$ cat src/rtl/delay_window_pkg.sv
// Shared types and helpers for the delay-window temporal checker.
package delay_window_pkg;

    typedef enum logic {
        PER_EVENT   = 1'b0,
        PER_ATTEMPT = 1'b1
    } count_mode_e;

    localparam int MAX_DLY_LIMIT = 32;
    localparam int POP_W         = 6;

    function automatic logic [POP_W-1:0] popcount(input logic [MAX_DLY_LIMIT-1:0] v);
        logic [POP_W-1:0] n;
        n = '0;
        for (int i = 0; i < MAX_DLY_LIMIT; i++) begin
            n = n + POP_W'(v[i]);
        end
        return n;
    endfunction

endpackage

$ cat src/rtl/sat_counter.sv
// Saturating up-counter with a multi-bit increment; holds at all-ones.
module sat_counter #(
    parameter int W     = 8,
    parameter int INC_W = 1
) (
    input  logic             clk,
    input  logic             rst_n,
    input  logic             clear_i,
    input  logic [INC_W-1:0] inc_i,
    output logic [W-1:0]     cnt_o
);

    // One spare bit above the wider operand so the add can never wrap before the clamp.
    localparam int SUM_W = ((W > INC_W) ? W : INC_W) + 1;
    localparam logic [SUM_W-1:0] CNT_MAX = SUM_W'({W{1'b1}});

    logic [SUM_W-1:0] sum;

    assign sum = SUM_W'(cnt_o) + SUM_W'(inc_i);

    always_ff @(posedge clk or negedge rst_n) begin
        if (!rst_n) begin
            cnt_o <= '0;
        end else if (clear_i) begin
            cnt_o <= '0;
        end else if (sum > CNT_MAX) begin
            cnt_o <= '1;
        end else begin
            cnt_o <= sum[W-1:0];
        end
    end

endmodule

$ cat src/rtl/delay_window_monitor.sv
// Checker for a |-> ##[DLY_MIN:DLY_MAX] b with overlapping attempts and saturating stats.
// Define DELAY_WINDOW_MONITOR_SVA_EN to add the matching SVA properties and covers.
module delay_window_monitor
    import delay_window_pkg::*;
#(
    parameter int          DLY_MIN    = 1,
    parameter int          DLY_MAX    = 3,
    parameter count_mode_e COUNT_MODE = PER_EVENT,
    parameter int          CNT_W      = 8
) (
    input  logic             clk,
    input  logic             rst_n,
    input  logic             clear_i,
    input  logic             a_i,
    input  logic             b_i,
    output logic             match_o,
    output logic             miss_o,
    output logic             pending_o,
    output logic [CNT_W-1:0] match_cnt_o,
    output logic [CNT_W-1:0] miss_cnt_o
);

    if (DLY_MIN < 1) begin : g_bad_min
        $error("delay_window_monitor: DLY_MIN must be >= 1");
    end
    if ((DLY_MAX < DLY_MIN) || (DLY_MAX > MAX_DLY_LIMIT)) begin : g_bad_max
        $error("delay_window_monitor: DLY_MAX must be in [DLY_MIN, 32]");
    end

    // hist[k] set: an unresolved attempt was started k cycles ago.
    logic [DLY_MAX:1]         hist;
    logic [DLY_MAX:1]         hist_next;
    logic [DLY_MAX:1]         retire;
    logic [MAX_DLY_LIMIT-1:0] retire_ext;
    logic [POP_W-1:0]         match_inc;
    logic                     match_next;
    logic                     miss_next;

    always_comb begin
        retire    = '0;
        hist_next = '0;
        for (int k = 1; k <= DLY_MAX; k++) begin
            if (k >= DLY_MIN) begin
                retire[k] = b_i & hist[k];
            end
        end
        // A new attempt enters at age 1, so a same-cycle b can never retire it.
        hist_next[1] = a_i;
        for (int k = 1; k < DLY_MAX; k++) begin
            hist_next[k+1] = hist[k] & ~retire[k];
        end
        match_next = |retire;
        miss_next  = hist[DLY_MAX] & ~retire[DLY_MAX];
        retire_ext = MAX_DLY_LIMIT'(retire);
        match_inc  = (COUNT_MODE == PER_ATTEMPT) ? popcount(retire_ext) : POP_W'(match_next);
    end

    always_ff @(posedge clk or negedge rst_n) begin
        if (!rst_n) begin
            hist    <= '0;
            match_o <= 1'b0;
            miss_o  <= 1'b0;
        end else if (clear_i) begin
            hist    <= '0;
            match_o <= 1'b0;
            miss_o  <= 1'b0;
        end else begin
            hist    <= hist_next;
            match_o <= match_next;
            miss_o  <= miss_next;
        end
    end

    assign pending_o = |hist;

    sat_counter #(
        .W    (CNT_W),
        .INC_W(POP_W)
    ) u_match_cnt (
        .clk    (clk),
        .rst_n  (rst_n),
        .clear_i(clear_i),
        .inc_i  (match_inc),
        .cnt_o  (match_cnt_o)
    );

    sat_counter #(
        .W    (CNT_W),
        .INC_W(1)
    ) u_miss_cnt (
        .clk    (clk),
        .rst_n  (rst_n),
        .clear_i(clear_i),
        .inc_i  (miss_next),
        .cnt_o  (miss_cnt_o)
    );

`ifdef DELAY_WINDOW_MONITOR_SVA_EN
    cov_a_then_b: cover property (@(posedge clk) disable iff (!rst_n)
        a_i ##[DLY_MIN:DLY_MAX] b_i);

    ast_match_has_b: assert property (@(posedge clk) disable iff (!rst_n)
        ($rose(match_o) || match_o) |-> $past(b_i));

    ast_miss_has_a: assert property (@(posedge clk) disable iff (!rst_n)
        miss_o |-> $past(a_i, DLY_MAX + 1));

    always @(posedge clk) begin
        if (rst_n) begin
            cov_miss: cover (miss_o);
        end
    end
`endif

endmodule

$ cat config.mk
export PLATFORM = sky130hd
export DESIGN_NAME = delay_window_monitor
export DESIGN_NICKNAME = d
export VERILOG_FILES = /design/src/rtl/delay_window_pkg.sv /design/src/rtl/sat_counter.sv /design/src/rtl/delay_window_monitor.sv
export SDC_FILE = /design/constraint.sdc
export NUM_CORES = 1
export LEC_CHECK = 0
export ABC_AREA = 1
export CORE_UTILIZATION = 44
export DETAILED_ROUTE_END_ITERATION = 10
export PLACE_DENSITY_LB_ADDON = 0.25
export SYNTH_ARGS = -nofsm -noshare
export SYNTH_HDL_FRONTEND = slang
export SYNTH_SLANG_ARGS = --single-unit
$ cat constraint.sdc
create_clock -name clk -period 1.4 [get_ports clk]
set_input_delay 0.28 -clock clk [delete_from_list [all_inputs] [get_ports clk]]
set_output_delay 0.28 -clock clk [all_outputs]
set_load 0.005 [all_outputs]
==> impl_summary.txt <==
----------------------------------------------------
[Place]
  Placed cell count ... approximately 180
  Port Buffer Count ... 23
  HPWL Detailed ... approximately 1600 um
  Setup WS pre-CTS ... -459.1 ps
  Total cell area at the placement stage ... 0.001409 mm2
  Final weighted congestion in routability-driven placement ... approximately 0.79

[Final layout]
  Final Non-Filler Cells ... 205
  Sequential cell area in the final layout ... between 500 and 600 um2
  Area taken by multi-input logic gates ... 600.6 um2
  Proportion of layout cells with a drive suffix above 1 ... 0.4237
  Layout area overhead ... 62.28%
  Post-route cell area ... 0.001712 mm2
  Final Util ... 0.7664
  Antenna diode count ... 0
  Total Nets Final ... around 190
  Number of filler cells placed in the layout ... between 100 and 150
  Most used cells in the layout excluding fill and tap cells ... 29 x sky130_fd_sc_hd__buf_4, 22 x sky130_fd_sc_hd__nand2_1, 21 x sky130_fd_sc_hd__dfrtp_1
  Most common library cell in the layout ignoring fill and taps ... sky130_fd_sc_hd__buf_4

[CTS]
  Clock tree from TritonCTS ... yes
  Deepest clock path buffer count ... 2
  Clock transition at the registers of the reported paths ... 130 ps
  Root buffer cell ... sky130_fd_sc_hd__clkbuf_4
  Total of hold buffers inserted after clock tree synthesis ... 0
  Number of CTS-inserted buffers ... 3
  Latest clock arrival within the worst-skew pair ... around 310 ps
  Number of sinks on the clock net ... 21
  Max H-tree Level ... 1

[Worst hold path]
  HP Class ... in2async

[Detailed routing]
  Post-DR vias/cell ... roughly 4.8
  TritonRoute pass-1 iters ... 4
  DRT antenna net count ... 0
  Count of vias placed by the detailed router ... roughly 990
  Wire length after detailed routing ... 2554 um
  Avg WL per Cell ... ~12 um
  Total DRC errors in the routed layout ... 0
  Count of routing violations after the opening detailed-route iteration ... 24

[Synth]
  Yosys warns ... 0
  Post-synthesis net count ... 130
  #FFs+latches synth ... 21
  Sequential element share of the synthesized area ... 0.4982
  Number of distinct library cells after synthesis ... 21
  Post-Syn Area ... ~0.0011 mm2
  Post-Synthesis Cells ... ~120
  Average footprint of a synthesized cell ... a little under 9 um2

[GRT]
  Combined global-route utilization of all metal layers ... 0.2097
  Vias in the first global route ... about 1000
  Total gr overflow ... 0
  Maximum number of pins on one net before global-route repair ... 22
  Wire length of the first global-routing pass ... approximately 4000 um
  Initial antenna violation count ... 0

[Worst setup path]
  R2R Path End ... u_miss_cnt.cnt_o[4]$_DFF_PN0_
  Arrival time worst endpoint ... between 1500 and 2000 ps
  Worst path slowest cell ... sky130_fd_sc_hd__dfrtp_1
  CP Data Required Time ... about 1600 ps
  Startpoint Class ... register
  R2r worst-path depth ... 8
  Critical path class ... reg2reg
  Beginning of the worst register-to-register path ... hist[3]$_DFF_PN0_
  Buffers and inverters on the worst path ... 2
  Peak fanout along the critical path ... 3
  Slack of the worst reg-to-reg path ... -90 ps
  Kind of cell adding the most delay to the critical path ... flip-flops
  Critical Path End Type ... register
  Crit-path cells ... inv_2 > nor2_2 > ha_2 > ha_4 > buf_4 > nand3_1 > xor2_1 > a21oi_2
  Peak per-stage delay on the critical path ... approximately 400 ps

[STA]
  RSZ-0062 raised after global routing ... yes
  Setup WS post-layout ... -86.05 ps
  Relative slew slack ... 0.8212
  Final min period ... 1486 ps
  Final hold violation count ... 0
  Post-route clock period utilization ... 1.061
  Actual transition at the worst max-transition pin ... 268.2 ps
  Max Clock Skew ... 10.16 ps
  Maximum frequency from static timing analysis ... 0.6729 GHz
  Number of pins exceeding their max-slew limit in the final report ... 0
  Final setup violation count ... 10

[Power]
  Total power consumption of the routed design ... a little over 1 mW
  Clk pwr share ... 0.298
  Power density over cell area ... 591.4 mW/mm2
  Leak pwr ... 0.9427 nW
  Sequential fraction of design power ... 0.611
  Gate power share ... 0.091
  Worst supply voltage drop on vdd ... 690.4 uV
  Proportion of total power due to net switching ... 0.2451
  NetSw ... 0.2481 mW
  Cell internal power dissipation ... 0.7641 mW

[Floorplan]
  Full die area ... approximately 0.0026 mm2
  Initial Util ... 0.4723
  Horizontal die dimension ... just over 50 um
  Chip height ... ~50 um
  Io pins ... 24
  Number of cell rows ... 17
  Area of the placeable core ... ~0.0022 mm2

[Status]
  Violated checks ... setup timing
  Outcome ... complete, but fails checks

[Flow run]
  Count of max-cap constraint violations ... 0

----------------------------------------------------
-- synth_stat cells --
library cell	n	share of area
sky130_fd_sc_hd__xor2_1	3	0.025
sky130_fd_sc_hd__o21ai_0	2	0.0095
sky130_fd_sc_hd__nor2_1	8	0.028
sky130_fd_sc_hd__and2_1	1	0.0059
sky130_fd_sc_hd__nor2_4	2	0.021
sky130_fd_sc_hd__buf_2	1	0.0047
sky130_fd_sc_hd__a21oi_1	12	0.057
sky130_fd_sc_hd__nand3_1	5	0.024
sky130_fd_sc_hd__o21bai_1	1	0.0071
sky130_fd_sc_hd__nand3_2	1	0.0095
sky130_fd_sc_hd__nor2_2	1	0.0059
sky130_fd_sc_hd__clkbuf_1	1	0.0036
sky130_fd_sc_hd__dfrtp_1	21	0.50
sky130_fd_sc_hd__ha_1	4	0.047
sky130_fd_sc_hd__inv_1	20	0.071
sky130_fd_sc_hd__nand2_4	1	0.011
sky130_fd_sc_hd__xnor2_1	3	0.025
sky130_fd_sc_hd__nand2_1	26	0.093
sky130_fd_sc_hd__nand2_2	3	0.018
sky130_fd_sc_hd__nor3_1	4	0.019
sky130_fd_sc_hd__nand3_4	1	0.017
-- sequential cells by signal, summed over array words and instances, names as in the netlist --
name,cells
u_match_cnt.cnt_o,8
u_miss_cnt.cnt_o,8
hist,3
match_o,1
miss_o,1
-- power by group through the flow --
stage,Combinational (mW),Clock [mW],Sequential (mW)
after floorplan,0.0222,0,0.629
after global placement,0.0754,0,0.628
after detailed placement,0.0767,0,0.628
after CTS,0.0846,0.305,0.617
after global routing,0.102,0.336,0.619
final,0.0920,0.302,0.619
-- worst max path at each step --
stage	from	end	slack, ps	cells after the start
3_3_place_gp	b_i	u_miss_cnt.cnt_o[5]$_DFF_PN0_	-400	10
2_1_floorplan	hist[3]$_DFF_PN0_	u_match_cnt.cnt_o[7]$_DFF_PN0_	7	10
4_1_cts	hist[3]$_DFF_PN0_	u_miss_cnt.cnt_o[5]$_DFF_PN0_	-50	10
3_5_place_dp	b_i	u_miss_cnt.cnt_o[5]$_DFF_PN0_	-460	10
6_report	hist[3]$_DFF_PN0_	u_miss_cnt.cnt_o[4]$_DFF_PN0_	-90	8
5_1_grt	hist[3]$_DFF_PN0_	u_miss_cnt.cnt_o[5]$_DFF_PN0_	-160	10
-- what timing repair did --
item	4_1_cts	5_1_grt
setup endpoints to repair	34	15
pin swaps	10	14
gates cloned	0	0
gates resized for setup	44	19
hold endpoints to repair	0	0
setup buffers	17	1
-- final cells by class --
type                       instances  area share
tap                               28     0.02047
timing repair buffer              54      0.2617
multi-input combinational         78      0.3509
inverter                          20     0.04386
sequential                        21      0.3070
clock buffer                       3     0.01316
clock inverter                     1    0.002924
-- per-layer routing --
metal	GRT usage	wire length, um	vias up
li1	-	-	489
met1	0.2640	1064	480
met2	0.3728	1383	19
met3	0.02679	84	4
met4	0.06019	23	0
met5	0	0	-
-- worst register-to-register path, cell delays in order (launching register included) --
cell	delay (ps)
sky130_fd_sc_hd__dfrtp_1	400
sky130_fd_sc_hd__inv_2	80
sky130_fd_sc_hd__nor2_2	40
sky130_fd_sc_hd__ha_2	190
sky130_fd_sc_hd__ha_4	170
sky130_fd_sc_hd__buf_4	140
sky130_fd_sc_hd__nand3_1	90
sky130_fd_sc_hd__xor2_1	190
sky130_fd_sc_hd__a21oi_2	80
-- per-stage QoR --
stage                     TNS [ps]  hold WS, ps
after floorplan                  0       -15.59
after global placement       -5832        488.3
after detailed placement     -6491        490.7
after CTS                   -130.0        315.3
after global routing         -1443        320.1
final                       -358.9        297.7
-- logic make-up after synthesis --
group / Yosys count / synth area share
AOI/OAI and AO/OA: 15 / 0.07355
xor gates and xnor gates: 6 / 0.04983
adders and majority gates: 4 / 0.04745
and+or+nand+nor: 53 / 0.2515
buffers and inverters: 22 / 0.07947
DFF: 21 / 0.4982
(Power assumes the default switching activity.)
